<file path="src/rtl/lcd_driver_pkg.sv">
// lcd_driver_pkg: FSM states, command-word field positions, init ROM.
// Init ROM exists only when LCD_DRIVER_INIT_EN is defined.
package lcd_driver_pkg;

  typedef enum logic [2:0] {
    S_INIT_WAIT,
    S_INIT_CMD,
    S_IDLE,
    S_SETUP,
    S_PULSE,
    S_HOLD,
    S_WAIT
  } state_t;

  localparam int RS_BIT = 17;
  localparam int RW_BIT = 16;
  localparam int DB_HI  = 15;
  localparam int DB_LO  = 8;
  localparam int WT_HI  = 7;
  localparam int WT_LO  = 0;

  function automatic int imax(input int a, input int b);
    return (a > b) ? a : b;
  endfunction

`ifdef LCD_DRIVER_INIT_EN
  localparam int INIT_LEN = 4;

  function automatic logic [7:0] init_rom(input logic [1:0] idx);
    logic [7:0] v;
    case (idx)
      2'd0:    v = 8'h38;
      2'd1:    v = 8'h0C;
      2'd2:    v = 8'h01;
      default: v = 8'h06;
    endcase
    return v;
  endfunction
`endif

endpackage

</file>
<file path="src/rtl/lcd_driver_timer.sv">
// lcd_driver_timer: loadable down-counter; o_done while count <= 1,
// so a state loaded with L lasts exactly L cycles.
module lcd_driver_timer #(
  parameter int W = 16
) (
  input  logic         clk,
  input  logic         rst,
  input  logic         i_load,
  input  logic [W-1:0] i_val,
  output logic         o_done
);

  logic [W-1:0] r_cnt;

  always_ff @(posedge clk or negedge rst) begin
    if (!rst) begin
      r_cnt <= '0;
    end else if (i_load) begin
      r_cnt <= i_val;
    end else if (r_cnt != '0) begin
      r_cnt <= r_cnt - 1'b1;
    end
  end

  assign o_done = (r_cnt <= W'(1));

endmodule

</file>
<file path="src/rtl/lcd_driver.sv">
// lcd_driver: HD44780 8-bit bus cycle generator with post-cycle wait.
// Define LCD_DRIVER_INIT_EN to compile in the power-up init sequence.
module lcd_driver
  import lcd_driver_pkg::*;
#(
  parameter int T_SETUP       = 2,
  parameter int T_PULSE       = 12,
  parameter int T_HOLD        = 2,
  parameter int WAIT_UNIT     = 50,
  parameter int INIT_WAIT     = 750000,
  parameter int INIT_CMD_WAIT = 100000
) (
  input  logic        clk,
  input  logic        rst,
  input  logic        enable,
  input  logic [17:0] dataIn,
  output logic [7:0]  dataOut,
  output logic        RS,
  output logic        RW,
  output logic        enableOut
);

  localparam int WW = 16 + $clog2(WAIT_UNIT);
  localparam int C0 = imax(WW, $clog2(INIT_WAIT + 1));
  localparam int C1 = imax(C0, $clog2(INIT_CMD_WAIT + 1));
  localparam int C2 = imax(C1, $clog2(T_PULSE + 1));
  localparam int CW = imax(C2, imax($clog2(T_SETUP + 1),
                                    $clog2(T_HOLD + 1)));

  state_t        r_state;
  logic [7:0]    r_wait;
  logic          w_load;
  logic [CW-1:0] w_val;
  logic [CW-1:0] w_wait;
  logic          w_done;

`ifdef LCD_DRIVER_INIT_EN
  logic       r_init;
  logic       r_armed;
  logic [1:0] r_idx;
`endif

  assign w_wait = CW'(r_wait) * CW'(WAIT_UNIT);

  lcd_driver_timer #(.W(CW)) u_timer (
    .clk    (clk),
    .rst    (rst),
    .i_load (w_load),
    .i_val  (w_val),
    .o_done (w_done)
  );

  // Timer is reloaded on the same edge that enters the next timed state.
  always_comb begin
    w_load = 1'b0;
    w_val  = '0;
    case (r_state)
      S_IDLE:  begin w_load = enable; w_val = CW'(T_SETUP); end
      S_SETUP: begin w_load = w_done; w_val = CW'(T_PULSE); end
      S_PULSE: begin w_load = w_done; w_val = CW'(T_HOLD);  end
      S_HOLD: begin
        w_load = w_done;
        w_val  = w_wait;
`ifdef LCD_DRIVER_INIT_EN
        if (r_init) w_val = CW'(INIT_CMD_WAIT);
`endif
      end
`ifdef LCD_DRIVER_INIT_EN
      S_INIT_WAIT: begin
        w_load = !r_armed || w_done;
        w_val  = r_armed ? CW'(T_SETUP) : CW'(INIT_WAIT - 1);
      end
      S_INIT_CMD: begin w_load = w_done; w_val = CW'(T_SETUP); end
`endif
      default: ;
    endcase
  end

  always_ff @(posedge clk or negedge rst) begin
    if (!rst) begin
`ifdef LCD_DRIVER_INIT_EN
      r_state <= S_INIT_WAIT;
      r_init  <= 1'b1;
      r_armed <= 1'b0;
      r_idx   <= 2'd0;
`else
      r_state <= S_IDLE;
`endif
      dataOut   <= 8'h00;
      RS        <= 1'b0;
      RW        <= 1'b0;
      enableOut <= 1'b0;
      r_wait    <= 8'h00;
    end else begin
      case (r_state)
        S_IDLE: if (enable) begin
          dataOut <= dataIn[DB_HI:DB_LO];
          RS      <= dataIn[RS_BIT];
          RW      <= dataIn[RW_BIT];
          r_wait  <= dataIn[WT_HI:WT_LO];
          r_state <= S_SETUP;
        end
        S_SETUP: if (w_done) begin
          enableOut <= 1'b1;
          r_state   <= S_PULSE;
        end
        S_PULSE: if (w_done) begin
          enableOut <= 1'b0;
          r_state   <= S_HOLD;
        end
        S_HOLD: if (w_done) begin
`ifdef LCD_DRIVER_INIT_EN
          if (r_init) r_state <= S_INIT_CMD;
          else
`endif
          if (r_wait == 8'd0) r_state <= S_IDLE;
          else r_state <= S_WAIT;
        end
        S_WAIT: if (w_done) r_state <= S_IDLE;
`ifdef LCD_DRIVER_INIT_EN
        S_INIT_WAIT: begin
          r_armed <= 1'b1;
          if (r_armed && w_done) begin
            dataOut <= init_rom(2'd0);
            RS      <= 1'b0;
            RW      <= 1'b0;
            r_idx   <= 2'd0;
            r_state <= S_SETUP;
          end
        end
        S_INIT_CMD: if (w_done) begin
          if (r_idx == 2'(INIT_LEN - 1)) begin
            r_init  <= 1'b0;
            r_state <= S_IDLE;
          end else begin
            r_idx   <= r_idx + 2'd1;
            dataOut <= init_rom(r_idx + 2'd1);
            r_state <= S_SETUP;
          end
        end
`endif
        default: r_state <= S_IDLE;
      endcase
    end
  end

endmodule

</file>
<file path="config.mk">
export PLATFORM = sky130hd
export DESIGN_NAME = lcd_driver
export DESIGN_NICKNAME = d
export VERILOG_FILES = /design/src/rtl/lcd_driver_pkg.sv /design/src/rtl/lcd_driver_timer.sv /design/src/rtl/lcd_driver.sv
export SDC_FILE = /design/constraint.sdc
export NUM_CORES = 1
export LEC_CHECK = 0
export ABC_AREA = 1
export ABC_CLOCK_PERIOD_IN_PS = 5790
export CORE_UTILIZATION = 40
export CTS_CLUSTER_SIZE = 16
export DETAILED_ROUTE_END_ITERATION = 6
export PLACE_DENSITY = 0.66
export REMOVE_ABC_BUFFERS = 1
export SLEW_MARGIN = 20
export SYNTH_ARGS = -nofsm -noshare
export SYNTH_HDL_FRONTEND = slang
export SYNTH_HIERARCHICAL = 1
export SYNTH_SLANG_ARGS = --single-unit
</file>
<file path="constraint.sdc">
create_clock -name clk -period 5.79 [get_ports clk]
set_input_delay 1.4475 -clock clk [delete_from_list [all_inputs] [get_ports clk]]
set_output_delay 1.4475 -clock clk [all_outputs]
set_load 0.01 [all_outputs]
</file>
---- After elaboration in Yosys (flattened, before gate mapping) ----
Index checks and enable logic that the tools add are counted.
Widths: inputs -> output; s select.
word-level totals
  logic and storage cells ................. 43
  register bits ........................... 44
  input bits .............................. 21
  output and inout bits ................... 11
  bits in read-only memories .............. 0
  latch bits .............................. 0
  memory bits (writable) .................. 0
  memories ................................ 0
operators by class
  bitwise operators ....................... 0
  eq/ne operators ......................... 10
  add/sub/neg operators ................... 1
  divide/modulo/power cells ............... 0
  order comparisons ....................... 1
  reductions and logical operators ........ 9
  shifts and indexed selects .............. 0
  multipliers ............................. 1
  muxes and demuxes ....................... 14
operators by type and width
  kind                   number
  $mux 22                2
  $pmux 14 s3            1
  $le 22x1->1 const B    1
  $reduce_bool 22->1     1
  $sub 22x1->22 const B  1
  $mux 3                 6
  $pmux 3 s5             1
  $mul 8x5->13 const B   1
  $eq 3x3->1 const B     3
  $logic_not 8->1        1
  $ne 2x1->1 const B     4
  $eq 3x2->1 const B     2
  $reduce_and 5->1       1
  $pmux 1 s2             2
  $reduce_bool 2->1      2
  $reduce_and 3->1       1
  $reduce_or 3->1        1
  $mux 1                 2
  $ne 2x2->1 const B     1
  $reduce_and 2->1       1
  $reduce_or 2->1        1

---- Logic depth before layout (Yosys ltp) ----
Gate-level depths: netlist (run 1).
  depth in word-level cells ............... 4
  depth in mapped cells ................... 17
  depth with buffers taken out ............ 17

---- Cells and area by module ----
The synthesis (run 1) kept the hierarchy.
by module, submodules not included
  module            cells an instance  area an instance (um^2)  times used  seq. area each (um^2)
  lcd_driver        232                1829.3                   1           551.8
  lcd_driver_timer  237                1621.6                   1           550.5

---- Least setup slack after synthesis (run 1) ----
Ideal clock, no wire load.
  path kind ............................... reg-to-reg
  start ................................... reg r_wait[2]
  end ..................................... reg u_timer.r_cnt[12]
  required time ........................... 5.677 ns
  buffers on the path ..................... 0
  clock period less this slack ............ 2.654 ns
  library setup time ...................... 0.113 ns
  path slack .............................. 3.136 ns
  data arrival time ....................... 2.541 ns
  cell stages (with the launch flop) ...... 16
  cell sequence ........................... dfrtp_1 > inv_1 > ha_1 > ha_1 > fa_1 > ha_1 > a21oi_1 > nand2_1 > nand2_1 > nand3_1 > nand2_1 > nor2_1 > o21ai_0 > o21ai_0 > nand2_1 > inv_1
on the way
  longest elaborated chain between the ends .. 3
ends and longest elaborated chain
  item                      RTL line                text
  start: declaration        lcd_driver.sv:31        logic [7:0] r_wait;
  start signal: assignment  lcd_driver.sv:100       r_wait <= dataIn[WT_HI:WT_LO];
  $mul 8x5->13              lcd_driver.sv:43        assign w_wait = CW'(r_wait) * CW'(WAIT_UNIT);
  $pmux 14 s3               lcd_driver.sv:57        case (r_state)
  via w_val[12]             lcd_driver.sv:33        logic [CW-1:0] w_val;
  $mux 22                   lcd_driver_timer.sv:18  end else if (i_load) begin
  end signal: assignment    lcd_driver_timer.sv:19  r_cnt <= i_val;
  end signal: assignment    lcd_driver_timer.sv:21  r_cnt <= r_cnt - 1'b1;
  end: declaration          lcd_driver_timer.sv:13  logic [W-1:0] r_cnt;
The timed path passes the listed nets, and every way through them passes these cells.
A chain may end at the register's enable or synchronous reset.

---- Worst setup path after layout (run 1) ----
  start ................................... in enable
  end ..................................... reg u_timer.r_cnt[14]
on the way
  longest elaborated chain between the ends .. 2
  elaborated cells on any way between the ends .. 3
  classes of those cells .................. mux (2); reduce/logical (1)
ends and longest elaborated chain
  item                                                 RTL line          text
  start: declaration                                   lcd_driver.sv:15  input logic enable,
  $pmux 1 s2 *                                         lcd_driver.sv:57
  via w_load                                           lcd_driver.sv:32  logic w_load;
  $mux 22 / $reduce_bool 2->1 (equally long branches)  n/a
The timed path passes the listed nets; every way through them passes the cells marked *.

==> results of run 1 <==
[cell families (layout without fill, tap and decap cells)]
logic type      Yosys count  count (layout)  synth area share (%)
other cells               1               9                 0.109
flops                    44              44                  31.9
simple gates            245             245                  32.8
xor+xnor                  7               7                  1.78
buf+inv                  70             103                  8.09
compound gates           65              65                  11.2
fa+ha+maj                37              37                  14.1
[layer usage]
| metal | track usage, % | share of wire (%) |
|---|---|---|
| met4 | 6.31 | 1.3 |
| met5 | 0 | 0 |
| met1 | 25.7 | 47 |
| met2 | 33.2 | 47 |
| met3 | 2.90 | 4.7 |
[worst paths after layout]
kind / startpoint / to / slack, ns / cells after the start
worst max-delay path: enable / u_timer/r_cnt[14]$_DFFE_PN0P_ / 2.05 / 10
worst min register to register: dataOut[0]$_DFFE_PN0P_ / dataOut[0]$_DFFE_PN0P_ / 0.49 / 2
worst min-delay path: dataOut[0]$_DFFE_PN0P_ / dataOut[0]$_DFFE_PN0P_ / 0.49 / 2
max in group asynchronous: rst / dataOut[0]$_DFFE_PN0P_ / 4.18 / 2
worst max register to register: u_timer/r_cnt[0]$_DFFE_PN0P_ / u_timer/r_cnt[14]$_DFFE_PN0P_ / 2.60 / 15
min in group asynchronous: rst / u_timer/r_cnt[10]$_DFFE_PN0P_ / 1.21 / 2
[through the flow]
step | instances | setup slack (ns) | instance area, um^2 | hold WS [ns]
2_1_floorplan | 469 | 2.55 | 3440 | 0.469
3_3_place_gp | 607 | 1.78 | 3890 | 0.456
3_5_place_dp | 607 | 1.69 | 3890 | 0.462
4_1_cts | 615 | 2.03 | 4000 | 0.489
5_1_grt | 615 | 1.76 | 4000 | 0.519
6_report | 615 | 2.05 | 4000 | 0.489
[registers in the layout, indices dropped and copies added, names as in the netlist]
signal and cells:
r_state 3, dataOut 8, r_wait 8, u_timer/r_cnt 22, RS 1, enableOut 1, RW 1
[cell usage after synthesis (all sizes together), types with 2 or more instances]
library cell	number
a21oi	35
buf	6
clkbuf	2
dfrtp	43
fa	3
ha	34
inv	62
nand2	112
nand3	36
nand3b	4
nand4	6
nor2	84
o21ai	19
o21bai	4
o22ai	6
xor2	6
[critical path: cells and delay by family]
kind	cells	cell delay, ns
compound gates	2	0.23
buf+inv	4	1.28
simple gates	4	0.98
[final cells by class]
type | instances | area (um^2) | area share, %
clock buffers | 7 | 76.3 | 1.91
flip-flops and latches | 44 | 1100 | 27.6
repair buffers | 33 | 320 | 8.02
well taps | 105 | 131 | 3.29
clock inverters | 1 | 30.0 | 0.752
inverters | 62 | 235 | 5.89
multi-input cells | 363 | 2100 | 52.6
[report_power, final]
| part | internal (uW) | leakage (uW) | switching, uW |
|---|---|---|---|
| Sequential | 450 | 0.000519 | 145 |
| Clock | 129 | 0.0000524 | 111 |
| Combinational | 718 | 0.00146 | 1130 |
| Total | 1300 | 0.00203 | 1390 |
==> key figures, run 1 <==
Worst hold path
  • Hold Path Class: reg2reg

Detailed routing
  • Avg Vias per Cell: 4.91
  • 1st-iter DRT viols: 141
  • DR WL/cell: 12.5 um
  • Vias: 3019
  • Routed WL: 7690 um
  • Residual DRC count: 0
  • Post-route ant nets: 0
  • Drt pass-1 iters: 4

GRT
  • Vias in the first global route: 2996
  • Initial antenna violation count: 0
  • Largest net degree at the start of global routing: 45
  • All-Layer GR Usage: 19.6%
  • Global route total overflow: 0
  • Global-route wire length before repair: 13700 um

Clock network
  • CTS Hold Bufs: 0
  • Clock input transition at the sequential cells of the worst setup and hold paths: 0.10 ns
  • Worst-Skew Late Latency: 0.31 ns
  • CTS Buffer Depth: 2
  • Number of H-tree levels: 2
  • Root Driver: clkbuf_8
  • CTS sink cnt: 44
  • Postcts setup bufs: 0
  • Cts repair resizes: 0
  • CTS Buf Count: 5
  • CTS tree: done

Layout
  • Layout cells sized above 1: 10.0%
  • FILL cells: 825
  • Fin nets: 567
  • Synth-to-layout area growth: 15.8%
  • Final core occ: 48.1%
  • Highest-count cells in the layout ignoring fill and taps: nand2_1 (106), nor2_1 (71), inv_1 (54)
  • Ant. Diodes: 0
  • Most common cell after layout, fill and taps aside: nand2_1

Power and ir drop
  • Power Density: 672 nW/um^2
  • Peak VDD IR: 0.000406 V
  • Lkg Pwr: 0.00203 uW
  • Total power draw: 2680 uW

Yosys
  • Synth area leader: dfrtp_1
  • Number of synthesized register bits: 44
  • Avg Cell Area, Syn: 7.36 um^2
  • Largest cells by area after synthesis: dfrtp_1 (31%), ha_1 (12%), nand2_1 (12%)
  • Ys flop type: dfrtp_1
  • Synth Warn #: 6
  • Asr flop ratio synth: 100%
  • Library cells used by synthesis: 38
  • Post-synth EDFFs: 0
  • Post-synth top area share: 31.2%
  • Sequential fraction of the synthesis area: 31.9%
  • Cells after synthesis: 469
  • Synthesized area: 3450 um^2

Place
  • Placer Congestion: 0.878
  • Port buffer count: 31
  • Detailed Place HPWL: 6040 um

Floorplanning
  • Top-Level Pins: 32
  • Row cnt: 33
  • Core area: 8300 um^2
  • Die area: 9000 um^2
  • Die Ht: 94.9 um
  • Initial Util: 41.6%
  • Die X: 94.9 um

Worst setup path
  • Crit path cell chain: clkdlybuf4s50_1 > nand2_2 > o21ai_1 > buf_4 > inv_2 > nand3_4 > nor2_8 > inv_4 > o21ai_0 > nor2_1
  • CP required: 5.99 ns
  • WS Path Type: in2reg
  • Worst setup SP type: input port
  • Max stage delay cell, worst path: clkdlybuf4s50_1
  • Arr. time, crit path: 3.95 ns
  • Crit path capture type: flip-flop
  • Critical path's largest stage delay: 0.62 ns
  • Crit Path Max Fanout: 28

STA
  • Final hold vios: 0
  • Final period demand of the worst path: 3.74 ns
  • Peak Freq: 0.267 GHz
  • Worst slew pin tran: 0.569 ns
  • Final slew viol count: 0
  • Period utilisation layout: 64.7%
  • Slew margin rel.: 62.1%
  • Final setup vio count: 0
  • Setup clock skew after layout: 0.0161 ns
  • RSZ-0062 raised after global routing: no
  • Final TNS setup: 0 ns

Status
  • Status: complete, no violations

Flow run
  • Max-Cap Viols: 0
Power figures use the tool's default switching activity.
==> run 2, diff against run 1 <==
- ABC_CLOCK_PERIOD_IN_PS: 5790 -> 3830
- clock period: 5.79 -> 3.83 ns (I/O delays scaled with it)
==> key figures, run 2 (same netlist as run 1, synthesis figures left out) <==
Status
  • Status: complete, no violations

Place
  • Placed Area: 3900 um^2
  • Placer Congestion: 0.858
  • Placed insts: 608
  • Port buffer count: 31
  • Detailed Place HPWL: 5930 um

Clock network
  • Worst-Skew Late Latency: 0.31 ns
  • CTS Hold Bufs: 0
  • Cts repair resizes: 0
  • Clock input transition at the sequential cells of the worst setup and hold paths: 0.10 ns
  • CTS Buffer Depth: 2
  • CTS tree: done
  • Postcts setup bufs: 0
  • CTS sink cnt: 44
  • Number of H-tree levels: 2
  • CTS Buf Count: 5
  • Root Driver: clkbuf_8

Layout
  • Max FFs per register: 22
  • Fin nets: 568
  • Final core occ: 48.0%
  • Fin cells: 616
  • Design area: 3990 um^2
  • Most common cell after layout, fill and taps aside: nand2_1
  • Top flop regs: u_timer/r_cnt x22, dataOut x8, r_wait x8
  • Layout cells sized above 1: 10.6%
  • Most flops, register: u_timer/r_cnt
  • Synth-to-layout area growth: 15.5%
  • Highest-count cells in the layout ignoring fill and taps: nand2_1 (106), nor2_1 (71), inv_1 (54)
  • Ant. Diodes: 0

Floorplanning
  • Die X: 94.9 um
  • Die area: 9000 um^2
  • Row cnt: 33
  • Initial Util: 41.6%
  • Core area: 8300 um^2
  • Top-Level Pins: 32
  • Die Ht: 94.9 um

Detailed routing
  • Vias: 2974
  • Residual DRC count: 0
  • Post-route ant nets: 0
  • 1st-iter DRT viols: 125
  • Routed WL: 7490 um
  • Drt pass-1 iters: 4
  • Avg Vias per Cell: 4.83
  • DR WL/cell: 12.2 um

Power and ir drop
  • Lkg Pwr: 0.00203 uW
  • Power Density: 994 nW/um^2
  • Peak VDD IR: 0.000506 V

GRT
  • Initial antenna violation count: 0
  • Global-route wire length before repair: 12900 um
  • Vias in the first global route: 2840
  • Global route total overflow: 0
  • All-Layer GR Usage: 18.4%
  • Largest net degree at the start of global routing: 39

Worst setup path
  • Arr. time, crit path: 3.14 ns
  • Crit path capture type: flip-flop
  • WS Path Type: reg2reg
  • R2r worst-path depth: 15
  • Reg2reg end: u_timer/r_cnt[12]$_DFFE_PN0P_
  • Worst setup SP type: flip-flop
  • Crit Path Max Fanout: 5
  • Worst R2R Setup Slack: 0.90 ns
  • FF-to-FF Start: r_wait[2]$_DFFE_PN0P_
  • CP required: 4.04 ns

Worst hold path
  • Hold Path Class: reg2reg
  • Hold EP: dataOut[2]$_DFFE_PN0P_
  • Hold Crit Depth: 2
  • HP Start: dataOut[2]$_DFFE_PN0P_

STA
  • Period utilisation layout: 76.5%
  • Worst slew pin tran: 0.889 ns
  • Final setup vio count: 0
  • Final period demand of the worst path: 2.93 ns
  • Final TNS setup: 0 ns
  • Slew margin rel.: 40.7%
  • Setup clock skew after layout: 0.0188 ns
  • Peak Freq: 0.341 GHz
  • Final slew viol count: 0
  • Final hold vios: 0
  • RSZ-0062 raised after global routing: no

Flow run
  • Max-Cap Viols: 0
[run 2: cell count changes in the layout (fill, tap and decap cells not counted), sizes merged]
cell and delta:
clkbuf -2, buf +1, bufinv -1, clkinv +1, clkinvlp +1, inv +1
[run 2: cell type report]
| cell class | count | area (um^2) |
|---|---|---|
| fill | 800 | 4310 |
| multi-input combinational | 363 | 2100 |
| sequential | 44 | 1100 |
| timing repair buffer | 34 | 328 |
| inverter | 62 | 235 |
| tap | 105 | 131 |
| clock buffer | 5 | 68.8 |
| clock inverter | 3 | 21.3 |
[run 2: how the worst max path moves through the flow]
stage                                  from  slack [ns]  cells past startpoint                       endpoint
2_1_floorplan  u_timer/r_cnt[0]$_DFFE_PN0P_        0.75                     14  u_timer/r_cnt[14]$_DFFE_PN0P_
3_3_place_gp                         enable        0.88                      9  u_timer/r_cnt[14]$_DFFE_PN0P_
3_5_place_dp                         enable        0.83                      9  u_timer/r_cnt[14]$_DFFE_PN0P_
4_1_cts               r_wait[2]$_DFFE_PN0P_        0.88                     15  u_timer/r_cnt[12]$_DFFE_PN0P_
5_1_grt        u_timer/r_cnt[0]$_DFFE_PN0P_        0.63                     14   u_timer/r_cnt[9]$_DFFE_PN0P_
6_report              r_wait[2]$_DFFE_PN0P_        0.90                     15  u_timer/r_cnt[12]$_DFFE_PN0P_
[run 2: worst max-delay path: stages (launching register included)]
cell and delay, ns:
dfrtp_1 0.41, inv_1 0.15, ha_1 0.26, ha_1 0.32, fa_1 0.47, ha_1 0.36
a21oi_1 0.14, nand2_1 0.12, nand2_1 0.09, nand3_1 0.07, nand2_1 0.07, nor2_1 0.05
o21ai_0 0.13, o21ai_0 0.10, nand2_1 0.06, inv_1 0.03
[run 2: metal layers]
layer | vias to the layer above | track usage, % | part of all wire (%)
met5 | - | 0 | 0
li1 | 1583 | - | -
met1 | 1324 | 23.3 | 48
met4 | 0 | 4.80 | 1.1
met3 | 7 | 2.90 | 4.0
met2 | 60 | 32.6 | 47
[run 2: through the flow]
step,total power [uW],hold WS (ns),setup slack (ns)
after detailed placement,3650,0.465,0.827
final,3960,0.485,0.902
after global routing,4420,0.510,0.632
after floorplan,2980,0.469,0.750
after global placement,3600,0.455,0.878
after CTS,3990,0.492,0.883
[run 2: power breakdown]
| part | leakage [uW] | internal [uW] | switching [uW] | total, uW |
|---|---|---|---|---|
| Combinational | 0.00147 | 1090 | 1670 | 2760 |
| Sequential | 0.000519 | 680 | 211 | 891 |
| Clock | 0.0000445 | 130 | 179 | 309 |
| Total | 0.00203 | 1900 | 2070 | 3960 |
==> run 3, diff against run 2 <==
- ABC_CLOCK_PERIOD_IN_PS: 3830 -> 2800
- clock period: 3.83 -> 2.8 ns (I/O delays scaled with it)
==> key figures, run 3 (same netlist as run 1, synthesis figures left out) <==
Floorplanning
  • Initial Util: 41.6%
  • Core area: 8300 um^2
  • Top-Level Pins: 32
  • Die Ht: 94.9 um
  • Die area: 9000 um^2
  • Die X: 94.9 um
  • Row cnt: 33

STA
  • RSZ-0062 raised after global routing: yes
  • Final setup vio count: 0
  • Setup clock skew after layout: 0.00865 ns
  • Final hold vios: 0
  • Period utilisation layout: 98.2%
  • Peak Freq: 0.364 GHz
  • Worst slew pin tran: 0.647 ns
  • Final period demand of the worst path: 2.75 ns
  • Final slew viol count: 0
  • Slew margin rel.: 56.8%

Detailed routing
  • Vias: 3158
  • Post-route ant nets: 0
  • 1st-iter DRT viols: 121
  • DR WL/cell: 13.4 um
  • Avg Vias per Cell: 4.99
  • Routed WL: 8500 um
  • Residual DRC count: 0
  • Drt pass-1 iters: 4

Layout
  • Most flops, register: u_timer/r_cnt
  • Most common cell after layout, fill and taps aside: nand2_1
  • Top flop regs: u_timer/r_cnt x22, dataOut x8, r_wait x8
  • Fin cells: 633
  • Synth-to-layout area growth: 26.6%
  • Layout cells sized above 1: 19.3%
  • Ant. Diodes: 0
  • Highest-count cells in the layout ignoring fill and taps: nand2_1 (101), nor2_1 (70), inv_1 (51)
  • Max FFs per register: 22
  • Fin nets: 585

Place
  • Placed insts: 618
  • Detailed Place HPWL: 6120 um
  • Placer Congestion: 0.870
  • Port buffer count: 31

Clock network
  • CTS Buffer Depth: 2
  • Worst-Skew Late Latency: 0.30 ns
  • Number of H-tree levels: 2
  • Clock input transition at the sequential cells of the worst setup and hold paths: 0.09 ns
  • CTS Buf Count: 5
  • CTS sink cnt: 44
  • Root Driver: clkbuf_8
  • CTS tree: done

GRT
  • Vias in the first global route: 3202
  • Initial antenna violation count: 0
  • Global route total overflow: 0
  • Global-route wire length before repair: 14200 um
  • All-Layer GR Usage: 20.1%
  • Largest net degree at the start of global routing: 28

Worst setup path
  • Crit Path Max Fanout: 4
  • Worst setup SP type: flip-flop
  • FF-to-FF Start: r_wait[3]$_DFFE_PN0P_
  • R2r worst-path depth: 16
  • Crit path capture type: flip-flop
  • Arr. time, crit path: 2.95 ns
  • CP required: 3.00 ns
  • Worst R2R Setup Slack: 0.05 ns
  • WS Path Type: reg2reg
  • Reg2reg end: u_timer/r_cnt[12]$_DFFE_PN0P_

Status
  • Status: complete, no violations

Flow run
  • Max-Cap Viols: 0

Worst hold path
  • Hold Path Class: in2async
[run 3: cell count changes in the layout (fill, tap and decap cells not counted), moves of 5 or more]
cell / change
ha_1: -13
buf_4: +16
a21oi_1: -5
ha_4: +12
nand2_1: -5
nand2_2: +5
[run 3: how the worst max path moves through the flow]
| stage | start | end | slack (ns) |
|---|---|---|---|
| 2_1_floorplan | u_timer/r_cnt[0]$_DFFE_PN0P_ | u_timer/r_cnt[14]$_DFFE_PN0P_ | -0.28 |
| 3_3_place_gp | r_wait[3]$_DFFE_PN0P_ | u_timer/r_cnt[12]$_DFFE_PN0P_ | 0.04 |
| 3_5_place_dp | r_wait[3]$_DFFE_PN0P_ | u_timer/r_cnt[12]$_DFFE_PN0P_ | -0.03 |
| 4_1_cts | r_wait[3]$_DFFE_PN0P_ | u_timer/r_cnt[12]$_DFFE_PN0P_ | 0.008 |
| 5_1_grt | r_wait[3]$_DFFE_PN0P_ | u_timer/r_cnt[12]$_DFFE_PN0P_ | -0.11 |
| 6_report | r_wait[3]$_DFFE_PN0P_ | u_timer/r_cnt[12]$_DFFE_PN0P_ | 0.05 |
[run 3: cell type report]
type | count | area (um^2)
Inverter | 62 | 238
Clock inverter | 2 | 60.1
Multi-Input combinational cell | 363 | 2300
Timing Repair Buffer | 51 | 459
Tap cell | 105 | 131
Sequential cell | 44 | 1100
Fill cell | 770 | 3930
Clock buffer | 6 | 72.6
[run 3: per-layer routing]
| metal | vias up | part of all wire [%] | global-route usage (%) |
|---|---|---|---|
| met5 | - | 0 | 0 |
| met3 | 18 | 3.7 | 3.70 |
| met1 | 1442 | 45 | 25.4 |
| met2 | 86 | 49 | 34.2 |
| li1 | 1612 | - | - |
| met4 | 0 | 2.4 | 7.07 |
[run 3: timing repair]
item                       in CTS  in global routing
resized for setup               3                 36
pin swaps                       2                 17
cloned                          0                  0
buffers inserted                5                  2
hold buffers                    0                  0
setup endpoints to repair       1                 11
[run 3: critical path, stage by stage (launching register included)]
cell	delay, ns
dfrtp_2	0.45
buf_6	0.14
ha_4	0.16
ha_4	0.25
inv_1	0.04
fa_1	0.50
inv_2	0.06
ha_4	0.28
nand2_2	0.07
nor2_2	0.13
nand2_2	0.09
a21oi_2	0.13
nor2_1	0.05
o21ai_1	0.11
o21ai_1	0.07
nand2_1	0.08
inv_1	0.04
[run 3: stage by stage]
step | utilization (%) | TNS, ns | area, um^2 | hold WS, ns | worst slack [ns]
finish | 52.7 | 0 | 4370 | 0.417 | 0.0495
global route | 52.7 | -0.146 | 4370 | 0.455 | -0.107
CTS | 50.4 | 0 | 4180 | 0.436 | 0.00804
detailed placement | 47.9 | -0.0254 | 3970 | 0.462 | -0.0254
global placement | 47.9 | 0 | 3970 | 0.454 | 0.0411
floorplan | - | -4.80 | 3440 | 0.404 | -0.280
Power of run 3 is left out: the tool's default activity adds up to more than one toggle a clock period on the data nets, which glitch-free logic cannot reach.
